==> src/rtl/decode_if.sv <==
// decode_if: fetch-side and execute-side handshake bundle for decode_stage.
// Macro RV32M_EN widens instr_bus from 38 to 46 bits to carry the M-extension ops.
interface decode_if #(
    parameter int PC_W = 32
);
`ifdef RV32M_EN
    localparam int BUS_W = 46;
`else
    localparam int BUS_W = 38;
`endif
    logic             flush;
    logic             in_valid;
    logic             in_ready;
    logic [31:0]      instr;
    logic [PC_W-1:0]  pc;
    logic             out_valid;
    logic             out_ready;
    logic [PC_W-1:0]  out_pc;
    logic [4:0]       rs1;
    logic [4:0]       rs2;
    logic [4:0]       rd;
    logic [2:0]       func3;
    logic [6:0]       func7;
    logic [31:0]      imm;
    logic             rs1_valid;
    logic             rs2_valid;
    logic             rd_valid;
    logic             func3_valid;
    logic             func7_valid;
    logic             imm_valid;
    logic [BUS_W-1:0] instr_bus;
    logic             illegal;

    modport master (
        output flush, in_valid, instr, pc, out_ready,
        input  in_ready, out_valid, out_pc, rs1, rs2, rd, func3, func7, imm,
               rs1_valid, rs2_valid, rd_valid, func3_valid, func7_valid, imm_valid,
               instr_bus, illegal
    );

    modport slave (
        input  flush, in_valid, instr, pc, out_ready,
        output in_ready, out_valid, out_pc, rs1, rs2, rd, func3, func7, imm,
               rs1_valid, rs2_valid, rd_valid, func3_valid, func7_valid, imm_valid,
               instr_bus, illegal
    );
endinterface

==> src/rtl/decode_stage.sv <==
// decode_stage: registered RV32I decoder with a BUF_DEPTH-entry valid/ready output FIFO.
// Macro RV32M_EN: decodes R-type func7==0x01 into mul..remu on instr_bus[45:38].
module decode_stage #(
    parameter int PC_W      = 32,
    parameter int BUF_DEPTH = 2
) (
    input logic     clk,
    input logic     rst,
    decode_if.slave dif
);
`ifdef RV32M_EN
    localparam int BUS_W = 46;
`else
    localparam int BUS_W = 38;
`endif
    localparam logic [6:0] OP_R = 7'b0110011, OP_I = 7'b0010011, OP_L = 7'b0000011,
                           OP_S = 7'b0100011, OP_B = 7'b1100011, OP_JAL = 7'b1101111,
                           OP_JALR = 7'b1100111, OP_LUI = 7'b0110111, OP_AUIPC = 7'b0010111;
    localparam logic [5:0] ILL = 6'd37;

    logic [PC_W+31:0] mem_q [0:3];
    logic [2:0]       cnt_q, cnt_d;
    logic [1:0]       wp_q, wp_d, rp_q, rp_d;
    logic             push, pop, v;
    logic [31:0]      x;
    logic [PC_W-1:0]  hpc;
    logic [6:0]       opc, f7;
    logic [2:0]       f3;
    logic [5:0]       idx;
    logic             ok, tr, ti, ts, tb, tj, tu;
    logic [BUS_W-1:0] bus;

    assign v             = cnt_q != 3'd0;
    assign dif.in_ready  = !rst && (cnt_q < 3'(BUF_DEPTH));
    assign dif.out_valid = v;
    assign push          = dif.in_valid && dif.in_ready;
    assign pop           = v && dif.out_ready;

    // Occupancy and pointer next-state; push and pop together leave the count unchanged
    always_comb begin
        cnt_d = cnt_q + {2'd0, push} - {2'd0, pop};
        wp_d  = push ? (wp_q == 2'(BUF_DEPTH - 1) ? 2'd0 : wp_q + 2'd1) : wp_q;
        rp_d  = pop ? (rp_q == 2'(BUF_DEPTH - 1) ? 2'd0 : rp_q + 2'd1) : rp_q;
    end

    // FIFO state; flush discards this cycle's push/pop as well, rst takes priority
    always_ff @(posedge clk) begin
        if (rst || dif.flush) begin
            cnt_q <= '0;
            wp_q  <= '0;
            rp_q  <= '0;
        end else begin
            cnt_q <= cnt_d;
            wp_q  <= wp_d;
            rp_q  <= rp_d;
        end
    end

    // Entries keep the raw word and pc; the head is decoded combinationally
    always_ff @(posedge clk) begin
        if (push) mem_q[wp_q] <= {dif.pc, dif.instr};
    end

    // An empty FIFO presents an all-zero word so every payload output reads 0
    assign {hpc, x} = v ? mem_q[rp_q] : '0;
    assign opc      = x[6:0];
    assign f3       = x[14:12];
    assign f7       = x[31:25];

    // Map opcode/func3/func7 onto one instr_bus index; anything unmapped selects the illegal bit
    always_comb begin
        idx = ILL;
        case (opc)
            OP_R: case ({f7, f3})
                {7'h00, 3'd0}: idx = 6'd0;
                {7'h20, 3'd0}: idx = 6'd1;
                {7'h00, 3'd4}: idx = 6'd2;
                {7'h00, 3'd6}: idx = 6'd3;
                {7'h00, 3'd7}: idx = 6'd4;
                {7'h00, 3'd1}: idx = 6'd5;
                {7'h00, 3'd5}: idx = 6'd6;
                {7'h20, 3'd5}: idx = 6'd7;
                {7'h00, 3'd2}: idx = 6'd8;
                {7'h00, 3'd3}: idx = 6'd9;
`ifdef RV32M_EN
                default: idx = (f7 == 7'h01) ? 6'd38 + {3'd0, f3} : ILL;
`else
                default: idx = ILL;
`endif
            endcase
            OP_I: case (f3)
                3'd0: idx = 6'd10;
                3'd4: idx = 6'd11;
                3'd6: idx = 6'd12;
                3'd7: idx = 6'd13;
                3'd1: idx = (f7 == 7'h00) ? 6'd14 : ILL;
                3'd5: idx = (f7 == 7'h00) ? 6'd15 : (f7 == 7'h20) ? 6'd16 : ILL;
                3'd2: idx = 6'd17;
                default: idx = 6'd18;
            endcase
            OP_L: case (f3)
                3'd0: idx = 6'd19;
                3'd1: idx = 6'd20;
                3'd2: idx = 6'd21;
                3'd4: idx = 6'd22;
                3'd5: idx = 6'd23;
                default: idx = ILL;
            endcase
            OP_S: idx = (f3 < 3'd3) ? 6'd24 + {3'd0, f3} : ILL;
            OP_B: case (f3)
                3'd0: idx = 6'd27;
                3'd1: idx = 6'd28;
                3'd4: idx = 6'd29;
                3'd5: idx = 6'd30;
                3'd6: idx = 6'd31;
                3'd7: idx = 6'd32;
                default: idx = ILL;
            endcase
            OP_JAL:   idx = 6'd33;
            OP_JALR:  idx = (f3 == 3'd0) ? 6'd34 : ILL;
            OP_LUI:   idx = 6'd35;
            OP_AUIPC: idx = 6'd36;
            default:  idx = ILL;
        endcase
    end

    assign ok = idx != ILL;
    assign tr = ok && opc == OP_R;
    assign ti = ok && (opc == OP_I || opc == OP_L || opc == OP_JALR);
    assign ts = ok && opc == OP_S;
    assign tb = ok && opc == OP_B;
    assign tj = ok && opc == OP_JAL;
    assign tu = ok && (opc == OP_LUI || opc == OP_AUIPC);

    assign bus = v ? (BUS_W'(1) << idx) : '0;

    assign dif.out_pc      = hpc;
    assign dif.rs1         = x[19:15];
    assign dif.rs2         = x[24:20];
    assign dif.rd          = x[11:7];
    assign dif.func3       = f3;
    assign dif.func7       = f7;
    assign dif.imm         = ti ? {{20{x[31]}}, x[31:20]} :
                             ts ? {{20{x[31]}}, x[31:25], x[11:7]} :
                             tb ? {{19{x[31]}}, x[31], x[7], x[30:25], x[11:8], 1'b0} :
                             tu ? {x[31:12], 12'b0} :
                             tj ? {{11{x[31]}}, x[31], x[19:12], x[20], x[30:21], 1'b0} : 32'd0;
    assign dif.rs1_valid   = tr || ti || ts || tb;
    assign dif.func3_valid = tr || ti || ts || tb;
    assign dif.rs2_valid   = tr || ts || tb;
    assign dif.rd_valid    = tr || ti || tu || tj;
    assign dif.func7_valid = tr;
    assign dif.imm_valid   = ti || ts || tb || tu || tj;
    assign dif.instr_bus   = bus;
    assign dif.illegal     = bus[37];
endmodule

==> src/flat_wrapper.sv <==
// flat-port wrapper written by rule: the top's interface ports become plain ports
module decode_stage_flat 
#(
    parameter int PC_W      = 32,
    parameter int BUF_DEPTH = 2
)
  (clk, rst, dif_flush, dif_in_valid, dif_instr, dif_pc, dif_out_ready, dif_in_ready, dif_out_valid, dif_out_pc, dif_rs1, dif_rs2, dif_rd, dif_func3, dif_func7, dif_imm, dif_rs1_valid, dif_rs2_valid, dif_rd_valid, dif_func3_valid, dif_func7_valid, dif_imm_valid, dif_instr_bus, dif_illegal);
  decode_if #(.PC_W(PC_W)) dif_i ();
  input logic clk;
  input logic rst;
  input wire logic [$bits(dif_i.flush)-1:0] dif_flush;
  input wire logic [$bits(dif_i.in_valid)-1:0] dif_in_valid;
  input wire logic [$bits(dif_i.instr)-1:0] dif_instr;
  input wire logic [$bits(dif_i.pc)-1:0] dif_pc;
  input wire logic [$bits(dif_i.out_ready)-1:0] dif_out_ready;
  output wire logic [$bits(dif_i.in_ready)-1:0] dif_in_ready;
  output wire logic [$bits(dif_i.out_valid)-1:0] dif_out_valid;
  output wire logic [$bits(dif_i.out_pc)-1:0] dif_out_pc;
  output wire logic [$bits(dif_i.rs1)-1:0] dif_rs1;
  output wire logic [$bits(dif_i.rs2)-1:0] dif_rs2;
  output wire logic [$bits(dif_i.rd)-1:0] dif_rd;
  output wire logic [$bits(dif_i.func3)-1:0] dif_func3;
  output wire logic [$bits(dif_i.func7)-1:0] dif_func7;
  output wire logic [$bits(dif_i.imm)-1:0] dif_imm;
  output wire logic [$bits(dif_i.rs1_valid)-1:0] dif_rs1_valid;
  output wire logic [$bits(dif_i.rs2_valid)-1:0] dif_rs2_valid;
  output wire logic [$bits(dif_i.rd_valid)-1:0] dif_rd_valid;
  output wire logic [$bits(dif_i.func3_valid)-1:0] dif_func3_valid;
  output wire logic [$bits(dif_i.func7_valid)-1:0] dif_func7_valid;
  output wire logic [$bits(dif_i.imm_valid)-1:0] dif_imm_valid;
  output wire logic [$bits(dif_i.instr_bus)-1:0] dif_instr_bus;
  output wire logic [$bits(dif_i.illegal)-1:0] dif_illegal;
  assign dif_i.flush = dif_flush;
  assign dif_i.in_valid = dif_in_valid;
  assign dif_i.instr = dif_instr;
  assign dif_i.pc = dif_pc;
  assign dif_i.out_ready = dif_out_ready;
  assign dif_in_ready = dif_i.in_ready;
  assign dif_out_valid = dif_i.out_valid;
  assign dif_out_pc = dif_i.out_pc;
  assign dif_rs1 = dif_i.rs1;
  assign dif_rs2 = dif_i.rs2;
  assign dif_rd = dif_i.rd;
  assign dif_func3 = dif_i.func3;
  assign dif_func7 = dif_i.func7;
  assign dif_imm = dif_i.imm;
  assign dif_rs1_valid = dif_i.rs1_valid;
  assign dif_rs2_valid = dif_i.rs2_valid;
  assign dif_rd_valid = dif_i.rd_valid;
  assign dif_func3_valid = dif_i.func3_valid;
  assign dif_func7_valid = dif_i.func7_valid;
  assign dif_imm_valid = dif_i.imm_valid;
  assign dif_instr_bus = dif_i.instr_bus;
  assign dif_illegal = dif_i.illegal;
  decode_stage #(.PC_W(PC_W), .BUF_DEPTH(BUF_DEPTH)) u_core (.clk(clk), .rst(rst), .dif(dif_i));
endmodule
==> config.mk <==
export PLATFORM = sky130hd
export DESIGN_NAME = decode_stage_flat
export DESIGN_NICKNAME = d
export VERILOG_FILES = /design/src/rtl/decode_if.sv /design/src/rtl/decode_stage.sv /design/src/flat_wrapper.sv
export SDC_FILE = /design/constraint.sdc
export NUM_CORES = 1
export LEC_CHECK = 0
export CORE_MARGIN = 2
export CORE_UTILIZATION = 53
export CTS_CLUSTER_DIAMETER = 50
export DETAILED_ROUTE_END_ITERATION = 7
export PLACE_DENSITY = 0.85
export SLEW_MARGIN = 20
export SYNTH_ARGS = -nofsm -noshare
export SYNTH_HDL_FRONTEND = slang
export SYNTH_SLANG_ARGS = --single-unit
==> constraint.sdc <==
create_clock -name clk -period 8.6 [get_ports clk]
set_input_delay 2.58 -clock clk [delete_from_list [all_inputs] [get_ports clk]]
set_output_delay 2.58 -clock clk [all_outputs]
set_load 0.02 [all_outputs]
Word level (Yosys, flattened, before mapping):

Memory sizes are Yosys's and may differ from the RTL's. A register that Yosys moved wholly into a read port is not among the register bits.
Index checks and enable logic that the tools add are counted.

* bits in registers: 7
* latch bits: 0
* memory bits (writable): 256
* ROM bits: 0
* output and inout bits: 136
* memories kept: 1

Memories
* u_core.mem_q: words 4, width 64, rd ports 1, clocked after memory_dff 1, wr ports 1, line decode_stage.sv:21 `logic [PC_W+31:0] mem_q [0:3];`

* $add $sub $neg: 5
* $mul: 0
* divide/modulo/power cells: 0
* $lt $le $gt $ge: 2
* equal/unequal tests: 28
* shift-type cells: 1
* muxes and demuxes: 23
* bitwise gates (word level): 0
* reduce and logical (&&, ||, !) cells: 29

Operators by type and width (count)
* two-way mux 32 bit: 5
* two-way mux 64 bit: 1
* case mux 6 bit (10 select lines): 1
* case mux 6 bit (9 select lines): 1
* case mux 6 bit (7 select lines): 1
* equality test 10 x 3 -> 1 bit, second input constant: 4
* two-way mux 38 bit: 1
* left shift 1 x 6 -> 38 bit, first input constant: 1
* case mux 6 bit (6 select lines): 1
* case mux 6 bit (5 select lines): 1
* equality test 7 x 6 -> 1 bit, second input constant: 4
* two-way mux 6 bit: 4
* equality test 7 bit, second input constant: 3
* equality test 10 x 2 -> 1 bit, second input constant: 2
* equality test 10 x 9 -> 1 bit, second input constant: 2
* logical OR 1 bit: 15
* equality test 7 x 5 -> 1 bit, second input constant: 2
* equality test 3 bit, second input constant: 4
* equality test 10 x 1 -> 1 bit, second input constant: 1
* logical NOT 10 bit: 1
* logical AND 1 bit: 9
* two-way mux 2 bit: 4
* equality test 7 x 2 -> 1 bit, second input constant: 1
* logical NOT 7 bit: 1
* 14 further kinds: 18

Depth between registers and ports, before layout:

Gate-level depths: netlist of run 1.

* depth after elaboration: 14
* gate-level depth with buffers: 13
* mapped depth without buffers: 10

Worst setup path before layout of run 1:

Ideal clock, no wire load.

* path kind: input-to-reg
* from: input port rst
* to: memory u_core.mem_q[2][0] (netlist name) (enable)
* data arrival time: 7809 ps
* required time: 8022 ps
* slack: 214 ps
* stages: 3
* buffers on the path: 0
* cells stage by stage: nor2b_1 -> nand2_1 -> nor3b_1

* cells in the longest elaborated chain, start to end: 5

Ends and longest elaborated chain
* start, declared: line flat_wrapper.sv:10 `input logic rst;`
* logical NOT 1 bit: line decode_stage.sv:34 `assign dif.in_ready = !rst && (cnt_q < 3'(BUF_DEPTH));`
* logical AND 1 bit: line decode_stage.sv:34
* logical AND 1 bit: line decode_stage.sv:36 `assign push = dif.in_valid && dif.in_ready;`
* two-way mux 1 bit: line decode_stage.sv:61 `if (push) mem_q[wp_q] <= {dif.pc, dif.instr};`
* two-way mux 1 bit (not written as such): line decode_stage.sv:61
* end, declared: line decode_stage.sv:21

Every way passes these cells.

==> results.md, run 1 <==
* Final Power at approximately 2800 uW
* Max-cap violations at 0
* Crit path capture type: output pin
* Post-synthesis async set-or-reset flop share at 0
* Post-CTS Resized at 0
* I/O Pins at about 200
* Share of the synthesized area in the top cell type at 0.662
* Crit Path Category: flop to output pin
* Worst EP required at between 6 and 7 ns
* DP Wirelength at 18400 um
* Vias at between 7000 and 8000
* Clock latency on the worst-skew pair at ~0.5 ns
* Top post-synthesis cells by area: edfxtp_1 66%, mux4_2 12%, and2_1 2.9%
* Port Buf Inserts at a little over 200
* Synth top cells by count: 256 x edfxtp_1, 63 x mux4_2, 56 x nand2_1
* Max Freq at about 130 MHz
* Layout area overhead at 26.0%
* Worst path bufs/invs at 2
* P per Cell Area at 189 nW/um2
* Worst-Margin Slew at around 1.1 ns
* GRT Util Overall at 0.235
* Final setup skew at ~0.012 ns
* Num CTS Buffers at 25
* Period utilization at 0.902
* CP max FO at 31
* Crit path launch type: flop
* Arrival time at the worst endpoint at 5.17 ns
* Cell taking the most area after synthesis: edfxtp_1
* Post-place instance area at between 10000 and 15000 um2
* Final Hold Fails at 0
* GPL Wtd Cong at roughly 1
* CTS tree: built
* Synth Area per Inst at between 15 and 20 um2
* Max IR drop VDD at around 0.17 mV
* Largest net degree at the start of global routing at between 60 and 70
* Mapped Area at roughly 12000 um2
* Worst-case clock buffer depth at 3
* Final WL at approximately 27000 um
* Num rows at 54
* Pre-antenna DRT Iters at 5
* Leak at 0.00458 uW
* Initial antenna violation count at 0
* Slew HR at 0.286
* Core Util, Final at 0.674
* Register area share after synthesis at 0.678
* Count leader, synth: edfxtp_1
* Final min period at 7.75 ns
* Post-synth top flop: edfxtp_1
* Global-route wire length before repair at 42600 um
* Antenna Nets Post-Route at 0
* Net count after synthesis at around 810
* Initial Util at 0.535
* Post-route design area at around 15000 um2
* Post-CTS Setup Inserts at 0
* Clock Sinks at between 200 and 300
* Layout Nets at 1006
* EDFF count, synth at about 260
* Final-layout fill cell count at about 1500
* Worst path top cell family by delay: simple AND/OR/NAND/NOR gates
* Iteration-0 DRC Markers at around 500
* Slowest-stage cell, CP: dfxtp_4
* Layout cells sized above 1 at 0.128
* Total congestion overflow at 0
* Worst-path clk slew at about 0.06 ns
* Vias per cell at ~5.9
* Final setup TNS at 0 ns
* Max stage delay on crit path at 0.70 ns
* Total core area at about 22000 um2
* Hold Crit Class: flop to flop
* Status: completed
* Syn. warnings at 0
* H-tree levels at 1
* Hold Buf Count CTS at 0
* Die height at 152 um
* Final setup vio count at 0
* Routed len/inst at about 22 um
* Mapped Cells at roughly 740
* Cells along the critical path: mux4_2 -> or2_1 -> nor3_4 -> nand2b_1 -> a32o_1 -> nor4_4 -> nor3_2 -> buf_4 -> a31oi_1 -> clkdlybuf4s50_1
* Die area at around 23000 um2
* DR DRC count at 0
* Chip width at between 150 and 200 um
* Yosys cell types at 61
* Clock root cell: clkbuf_16
* Diode count at 0
* Max-slew violations at 0
* Number of global-route vias before repair at 7480
* Synth Register Bits at about 270
* RSZ-0062 raised after global routing: no
path summary, 6_finish.rpt:
| check | from | end | slack, ns | depth (start not counted) |
|---|---|---|---|---|
| setup reg to reg | u_core.cnt_q[1] | u_core.cnt_q[2] | 5.48 | 12 |
| hold reg to reg | u_core.rp_q[1] | flop | 0.47 | 2 |
| hold / removal | u_core.rp_q[1] | flop | 0.47 | 2 |
| setup / recovery | flop | dif_func3_valid | 0.85 | 10 |
registers in the layout, summed over array words and instances, names as in the netlist, named ones only:
register / count
u_core.cnt_q: 3
u_core.mem_q: 256
u_core.wp_q: 2
u_core.rp_q: 2
cells by family after synthesis:
logic type | Yosys count | synth area share
compound gates | 83 | 0.0489
xor+xnor | 5 | 0.00377
fa+ha+maj | 4 | 0.00496
buf+inv | 68 | 0.0255
flops | 265 | 0.678
mux | 69 | 0.128
simple gates | 241 | 0.112
metal layers:
metal	part of all wire	global-route usage	vias up	wire length, um
met3	0.075	0.0479	48	2040
met4	0.021	0.0636	0	574
met5	0	0	-	0
met1	0.39	0.298	3602	10700
met2	0.51	0.414	333	14000
li1	-	-	3258	-
layout make-up:
class | instances | area [um2] | share of cell area
tap | 280 | 350 | 0.0240
clock inverter | 9 | 70.1 | 0.00479
multi-input combinational | 402 | 3470 | 0.237
sequential | 265 | 7880 | 0.538
clock buffer | 29 | 641 | 0.0438
timing repair buffer | 216 | 2130 | 0.146
inverter | 23 | 86.3 | 0.00590
through the flow:
| step | cells | setup WS [ns] | hold WS [ns] |
|---|---|---|---|
| 2_1_floorplan | 735 | 0.214 | 0.407 |
| 3_3_place_gp | 1186 | 1.44 | 0.411 |
| 3_5_place_dp | 1186 | 1.36 | 0.425 |
| 4_1_cts | 1224 | 0.823 | 0.469 |
| 5_1_grt | 1224 | 0.591 | 0.490 |
| 6_report | 1224 | 0.845 | 0.468 |
cell usage in the layout (no fill, tap or decap), drive strengths merged, types with 9 or more instances in the layout:
cell and instances:
o21ai 15, and2 54, a21oi 21, clkdlybuf4s50 204
dfxtp 9, nand2 56, edfxtp 256, mux4 63
clkbuf 29, inv 23, nor4 9, buf 12
nor3 18, nor2 50, nand2b 16
report_power, final:
part	switching, uW	internal (uW)	total (uW)
clock network	420	555	975
logic	193	148	342
registers	10.3	1440	1450
total	624	2150	2770
worst register-to-register path, stage by stage (launching register included):
cell and delay, ns:
dfxtp_1 0.40, nor3_2 0.07, buf_4 0.20, inv_2 0.42, buf_4 0.48, and2_1 0.29, ha_1 0.26, inv_1 0.06
ha_1 0.14, inv_1 0.06, fa_1 0.40, xnor2_1 0.14, nor3_1 0.13
(Power assumes the default switching activity.)
==> run 2: changes to the inputs <==
--- a/config.mk
+++ b/config.mk
@@ -9,7 +9,9 @@
 export CORE_UTILIZATION = 53
 export CTS_CLUSTER_DIAMETER = 50
 export DETAILED_ROUTE_END_ITERATION = 7
+export GPL_ROUTABILITY_DRIVEN = 0
 export PLACE_DENSITY = 0.85
+export RECOVER_POWER = 50
 export SLEW_MARGIN = 20
 export SYNTH_ARGS = -nofsm -noshare
 export SYNTH_HDL_FRONTEND = slang
==> run 2 against run 1 <==
Against the previous run:
- final area increased by 1.0%
- setup slack improved by 0.012 ns
- the flow now finishes with violations (max-capacitance violations, max-slew violations)
- fmax increased by 0.15%
- hold slack got worse by 0.036 ns
- via count increased by 0.84%
- sequential power about the same
- sequential share of layout area decreased by 0.53 points
- die area unchanged
- clock power increased by 15%
- register-to-register slack got worse by 0.04 ns
- critical endpoint unchanged
- sequential cell count unchanged
==> results.md, run 2 (synthesized netlist as in run 1, its figures left out) <==
* Status: complete, but fails checks
* Failing checks: max-capacitance violations, max-slew violations
* I/O Pins at 205
* CP max FO at 40
* Reg power frac at 0.500
* Worst-case clock buffer depth at 3
* Number of global-route vias before repair at about 7600
* Post-CTS Setup Inserts at 0
* Largest regs: u_core.mem_q x256, u_core.cnt_q x3
* Commonest non-fill, non-tap cell in the layout: edfxtp_1
* Routed len/inst at roughly 22 um
* Max Freq at about 130 MHz
* Worst path top cell family by delay: simple AND/OR/NAND/NOR gates
* DR DRC count at 0
* Final min period at 7.74 ns
* Switching share of power at 0.221
* Worst-path clk slew at approximately 0.060 ns
* Global-route wire length before repair at between 40000 and 50000 um
* RSZ-0062 raised after global routing: no
* Leak at approximately 0.0047 uW
* Layout Nets at ~1000
* Vias at 7302
* Hold Crit Class: flop to flop
* Post-CTS Resized at 0
* Clock Sinks at 265
* Antenna Nets Post-Route at 0
* Area taken by multi-input logic gates at 3470 um2
* Placed insts at between 1000 and 1500
* Crit path launch type: flop
* Max reg flops at approximately 260
* Crit path to: dif_func3_valid
* Crit Path Category: flop to output pin
* Hold Buf Count CTS at 0
* Worst path bufs/invs at 2
* Die area at between 20000 and 25000 um2
* Final Hold Fails at 0
* Worst-case reg-to-reg path depth at 6
* Final setup TNS at 0 ns
* Chip width at between 150 and 200 um
* Final WL at about 27000 um
* Reg area at between 7000 and 8000 um2
* Final setup margin at 0.857 ns
* DP Wirelength at roughly 18000 um
* Num CTS Buffers at 25
* Most frequent cells in the layout: 256 x edfxtp_1, 138 x clkdlybuf4s50_1, 66 x dlygate4sd3_1
* Period utilization at 0.900
* Critical path depth at 10
* Largest Register: u_core.mem_q
* Arrival time at the worst endpoint at ~5.2 ns
* Num rows at 54
* Max-cap violations at 3
* Clock latency on the worst-skew pair at around 0.52 ns
* GRT Util Overall at 0.233
* Final setup vio count at 0
* Max-slew violations at slightly below 100
* Clock root cell: clkbuf_16
* Worst-Margin Slew at 2.27 ns
* Final setup skew at 0.00984 ns
* Cells along the critical path: mux4_2 -> or2_1 -> nor3_4 -> nand2b_1 -> a32o_1 -> nor4_4 -> nor3_2 -> buf_4 -> a31oi_1 -> clkdlybuf4s50_1
* Fin cells at around 1200
* Initial antenna violation count at 8
* Initial Util at 0.535
* R2R Setup Slk at approximately 5.4 ns
* Iteration-0 DRC Markers at 555
* P_int at 2270 uW
* Slew HR at -0.510
* Reg-to-Reg Start: u_core.cnt_q[1]
* Max IR drop VDD at 0.207 mV
* Pre-antenna DRT Iters at 8
* Layout area overhead at 27.3%
* Reported net switching power at 642 uW
* Vias per cell at slightly below 6
* Max stage delay on crit path at just under 0.8 ns
* Die height at between 150 and 200 um
* CTS tree: built
* Total congestion overflow at 0
* Crit path capture type: output pin
* Slowest-stage cell, CP: dfxtp_4
* Combinational Power Share at 0.115
* Largest net degree at the start of global routing at 65
* Core Util, Final at 0.681
* Clock power share at 0.385
* Layout cells sized above 1 at 0.133
* Worst EP required at around 6 ns
* Place WS at ~1.4 ns
* Total core area at 21700 um2
* Final-layout fill cell count at approximately 1500
* Reg2reg end: u_core.mem_q[0][35]
* H-tree levels at 1
* Port Buf Inserts at approximately 200
* P per Cell Area at approximately 200 nW/um2
==> run 2: changes by cell type in the layout (fill, tap and decap cells not counted), sizes merged, moves of 2 or more <==
cell,before,now
clkdlybuf4s50,204,138
dlygate4sd3,0,66
diode,0,7
bufinv,1,5
clkinv,7,11
buf,12,10
==> run 2: worst reg2reg max path, cell delays in order, from the launching register on <==
cell      delay [ns]
dfxtp_1         0.34
inv_1           0.07
ha_1            0.14
nor2b_1         0.17
nand2_1         0.13
nor3_1          0.21
clkbuf_1        1.65
==> run 2: through the flow <==
stage,area [um2],hold WS (ns),power (uW)
2_1_floorplan,11600,0.407,1660
3_3_place_gp,13900,0.422,1810
3_5_place_dp,13900,0.425,1820
4_1_cts,14800,0.434,2940
5_1_grt,14800,0.444,3000
6_report,14800,0.432,2910
==> run 2: layer usage <==
layer,wire [um],GRT usage,part of all wire
met1,10100,0.291,0.37
met2,13900,0.411,0.51
met3,2070,0.0468,0.077
met4,908,0.0761,0.034
met5,0,0,0
==> run 2: cell type report <==
| class | count | area share |
|---|---|---|
| tap | 280 | 0.0237 |
| sequential | 265 | 0.533 |
| antenna | 7 | 0.00119 |
| timing repair buffer | 217 | 0.144 |
| multi-input combinational | 402 | 0.235 |
| inverter | 23 | 0.00584 |
| clock inverter | 18 | 0.0146 |
| clock buffer | 27 | 0.0429 |
==> run 2: power by group through the flow <==
stage / sequential [uW] / clock (uW) / combinational [uW]
after global placement: 1480 / 0 / 334
after global routing: 1460 / 1190 / 357
after CTS: 1450 / 1140 / 342
final: 1450 / 1120 / 334
after floorplan: 1480 / 0 / 182
after detailed placement: 1480 / 0 / 339
==> run 2: worst min path at each step <==
| stage | startpoint | to | slack (ns) | cells after the start |
|---|---|---|---|---|
| after floorplan | u_core.rp_q[1] | flop | 0.41 | 2 |
| after global placement | u_core.rp_q[1] | flop | 0.42 | 2 |
| after detailed placement | u_core.rp_q[1] | flop | 0.43 | 2 |
| after CTS | u_core.rp_q[1] | flop | 0.43 | 2 |
| after global routing | u_core.rp_q[1] | flop | 0.44 | 2 |
| final | u_core.rp_q[1] | flop | 0.43 | 2 |
==> RTL edit (config.mk and constraints of run 2) <==
`PC_W` is set to 32 in 3 places; all go to 24.
--- a/src/rtl/decode_if.sv
+++ b/src/rtl/decode_if.sv
@@ -1,7 +1,7 @@
 // decode_if: fetch-side and execute-side handshake bundle for decode_stage.
 // Macro RV32M_EN widens instr_bus from 38 to 46 bits to carry the M-extension ops.
 interface decode_if #(
-    parameter int PC_W = 32
+    parameter int PC_W = 24
 );
 `ifdef RV32M_EN
     localparam int BUS_W = 46;
--- a/src/rtl/decode_stage.sv
+++ b/src/rtl/decode_stage.sv
@@ -1,7 +1,7 @@
 // decode_stage: registered RV32I decoder with a BUF_DEPTH-entry valid/ready output FIFO.
 // Macro RV32M_EN: decodes R-type func7==0x01 into mul..remu on instr_bus[45:38].
 module decode_stage #(
-    parameter int PC_W      = 32,
+    parameter int PC_W      = 24,
     parameter int BUF_DEPTH = 2
 ) (
     input logic     clk,
--- a/src/flat_wrapper.sv
+++ b/src/flat_wrapper.sv
@@ -1,7 +1,7 @@
 // flat-port wrapper written by rule: the top's interface ports become plain ports
 module decode_stage_flat 
 #(
-    parameter int PC_W      = 32,
+    parameter int PC_W      = 24,
     parameter int BUF_DEPTH = 2
 )
   (clk, rst, dif_flush, dif_in_valid, dif_instr, dif_pc, dif_out_ready, dif_in_ready, dif_out_valid, dif_out_pc, dif_rs1, dif_rs2, dif_rd, dif_func3, dif_func7, dif_imm, dif_rs1_valid, dif_rs2_valid, dif_rd_valid, dif_func3_valid, dif_func7_valid, dif_imm_valid, dif_instr_bus, dif_illegal);
Ports: changed (resized dif_out_pc and dif_pc); port bits go from 205 to 189. The function was not compared with the original's and may differ.
==> RTL edit against run 2 <==
  * The run still ends with capacitance limit, slew limit left
  * Sequential power is 12% lower
  * Utilization is 0.55 points higher
  * Non-clock buffer count is 21 lower
  * Global-route usage is 0.26 points higher
  * Clock skew is 0.00082 ns lower
  * Register-to-register slack worse by 0.94 ns
  * Cell area is 9.8% lower
  * Area after synthesis is 10% lower
  * Worst setup slack worse by 0.13 ns
  * Wire length is 9.6% lower
  * Sequential cell count is 32 lower
  * Sequential share of layout area is 1.4 points lower
  * Total power is 13% lower
  * Highest routed layer unchanged
==> RTL edit: results (changes against run 2) <==
- Pin count of the biggest net entering global routing: 57 (-12%)
- Vias in the first global route: 6,709 (-12%)
- Synth Area in Compound Gates: 0.0505 (+0.00156)
- Mux share of post-synthesis cell area: 0.126 (-0.00132)
- Max_cap viols: 1 (-2)
- Final Non-Filler Cells: 1,163 (-6.1%)
- Setup crit end: dif_imm[14]
- FF-to-FF End: u_core.mem_q[0][9]
- Clock Skew: 0.00902 ns (-0.000816 ns)
- CTS Buf Count: 24 (-4.0%)
- Vias per cell: 5.79 (-1.8%)
- Initial antenna violation count: 7 (-1)
- DR iter-0 viols: 445 (-20%)
- Seq. pwr: 1280 µW (-12%)
- Syn nets: 752 (-6.9%)
- Leakage: 0.00426 µW (-8.6%)
- Clk Latency, worst-skew pair: 0.50 ns (-0.02 ns)
- WP data arrival: 5.29 ns (+0.13 ns)
- Biggest regs: u_core.mem_q: 224 flops, u_core.cnt_q: 3 flops
- Max transition margin: -1.42 (-0.914)
- Synth area leaders: edfxtp_1 (64%), mux4_2 (12%), and2_1 (2.6%), nor2_1 (2.4%), dfxtp_1 (1.7%)
- WL final: 24.4 mm (-9.6%)
- Cells after DPL: 1,115 (-6.1%)
- Outcome: complete, but fails checks
- First-pass GRT wire length: 37.2 mm (-12%)
- R2R Setup Slk: 4.50 ns (-0.94 ns)
- Pins Over Slew Limit: 57 (-41%)
- Pre-antenna DRT Iters: 6 (-2)
- Failing checks: capacitance limit, slew limit
- Maximum vdd drop: 0.165 mV (-20%)
==> RTL edit: changes by cell type after synthesis, sizes merged, moves of 5 or more <==
| cell | run 2 | this run |
|---|---|---|
| a211oi | 0 | 8 |
| nor4 | 9 | 3 |
| o41ai | 1 | 6 |
| and2 | 54 | 48 |
| a21oi | 21 | 14 |
| mux2i | 5 | 10 |
| nand2 | 56 | 47 |
| buf | 27 | 18 |
| edfxtp | 256 | 224 |
| nor2b | 3 | 18 |
| mux4 | 63 | 54 |
| o31ai | 8 | 1 |
| or3 | 0 | 7 |
| nor2 | 50 | 68 |
==> RTL edit: metrics by stage <==
stage	power [µW]	area, µm²	utilization	setup slack, ns	hold WS [ns]
final	2540	13300	0.687	0.727	0.464
after global routing	2630	13300	0.686	0.236	0.473
after CTS	2560	13300	0.686	0.695	0.470
after detailed placement	1600	12600	0.648	1.23	0.415
after global placement	1600	12600	0.648	1.33	0.411
after floorplan	1470	10400	-	0.816	0.407
==> RTL edit: per-layer routing <==
| layer | part of all wire | up-vias | global-route usage |
|---|---|---|---|
| met5 | 0 | - | 0 |
| met4 | 0.025 | 0 | 0.0751 |
| met3 | 0.092 | 70 | 0.0579 |
| met2 | 0.49 | 368 | 0.402 |
| met1 | 0.39 | 3251 | 0.299 |
| li1 | - | 3042 | - |
==> RTL edit: area by class of cell <==
cell class | count | area [µm²] | share of cell area
timing repair buffer | 196 | 1940 | 0.146
tap | 265 | 332 | 0.0249
multi-input combinational | 401 | 3310 | 0.248
clock inverter | 14 | 100 | 0.00751
clock buffer | 28 | 637 | 0.0478
sequential | 233 | 6910 | 0.519
inverter | 20 | 75.1 | 0.00564
antenna | 6 | 15.0 | 0.00113
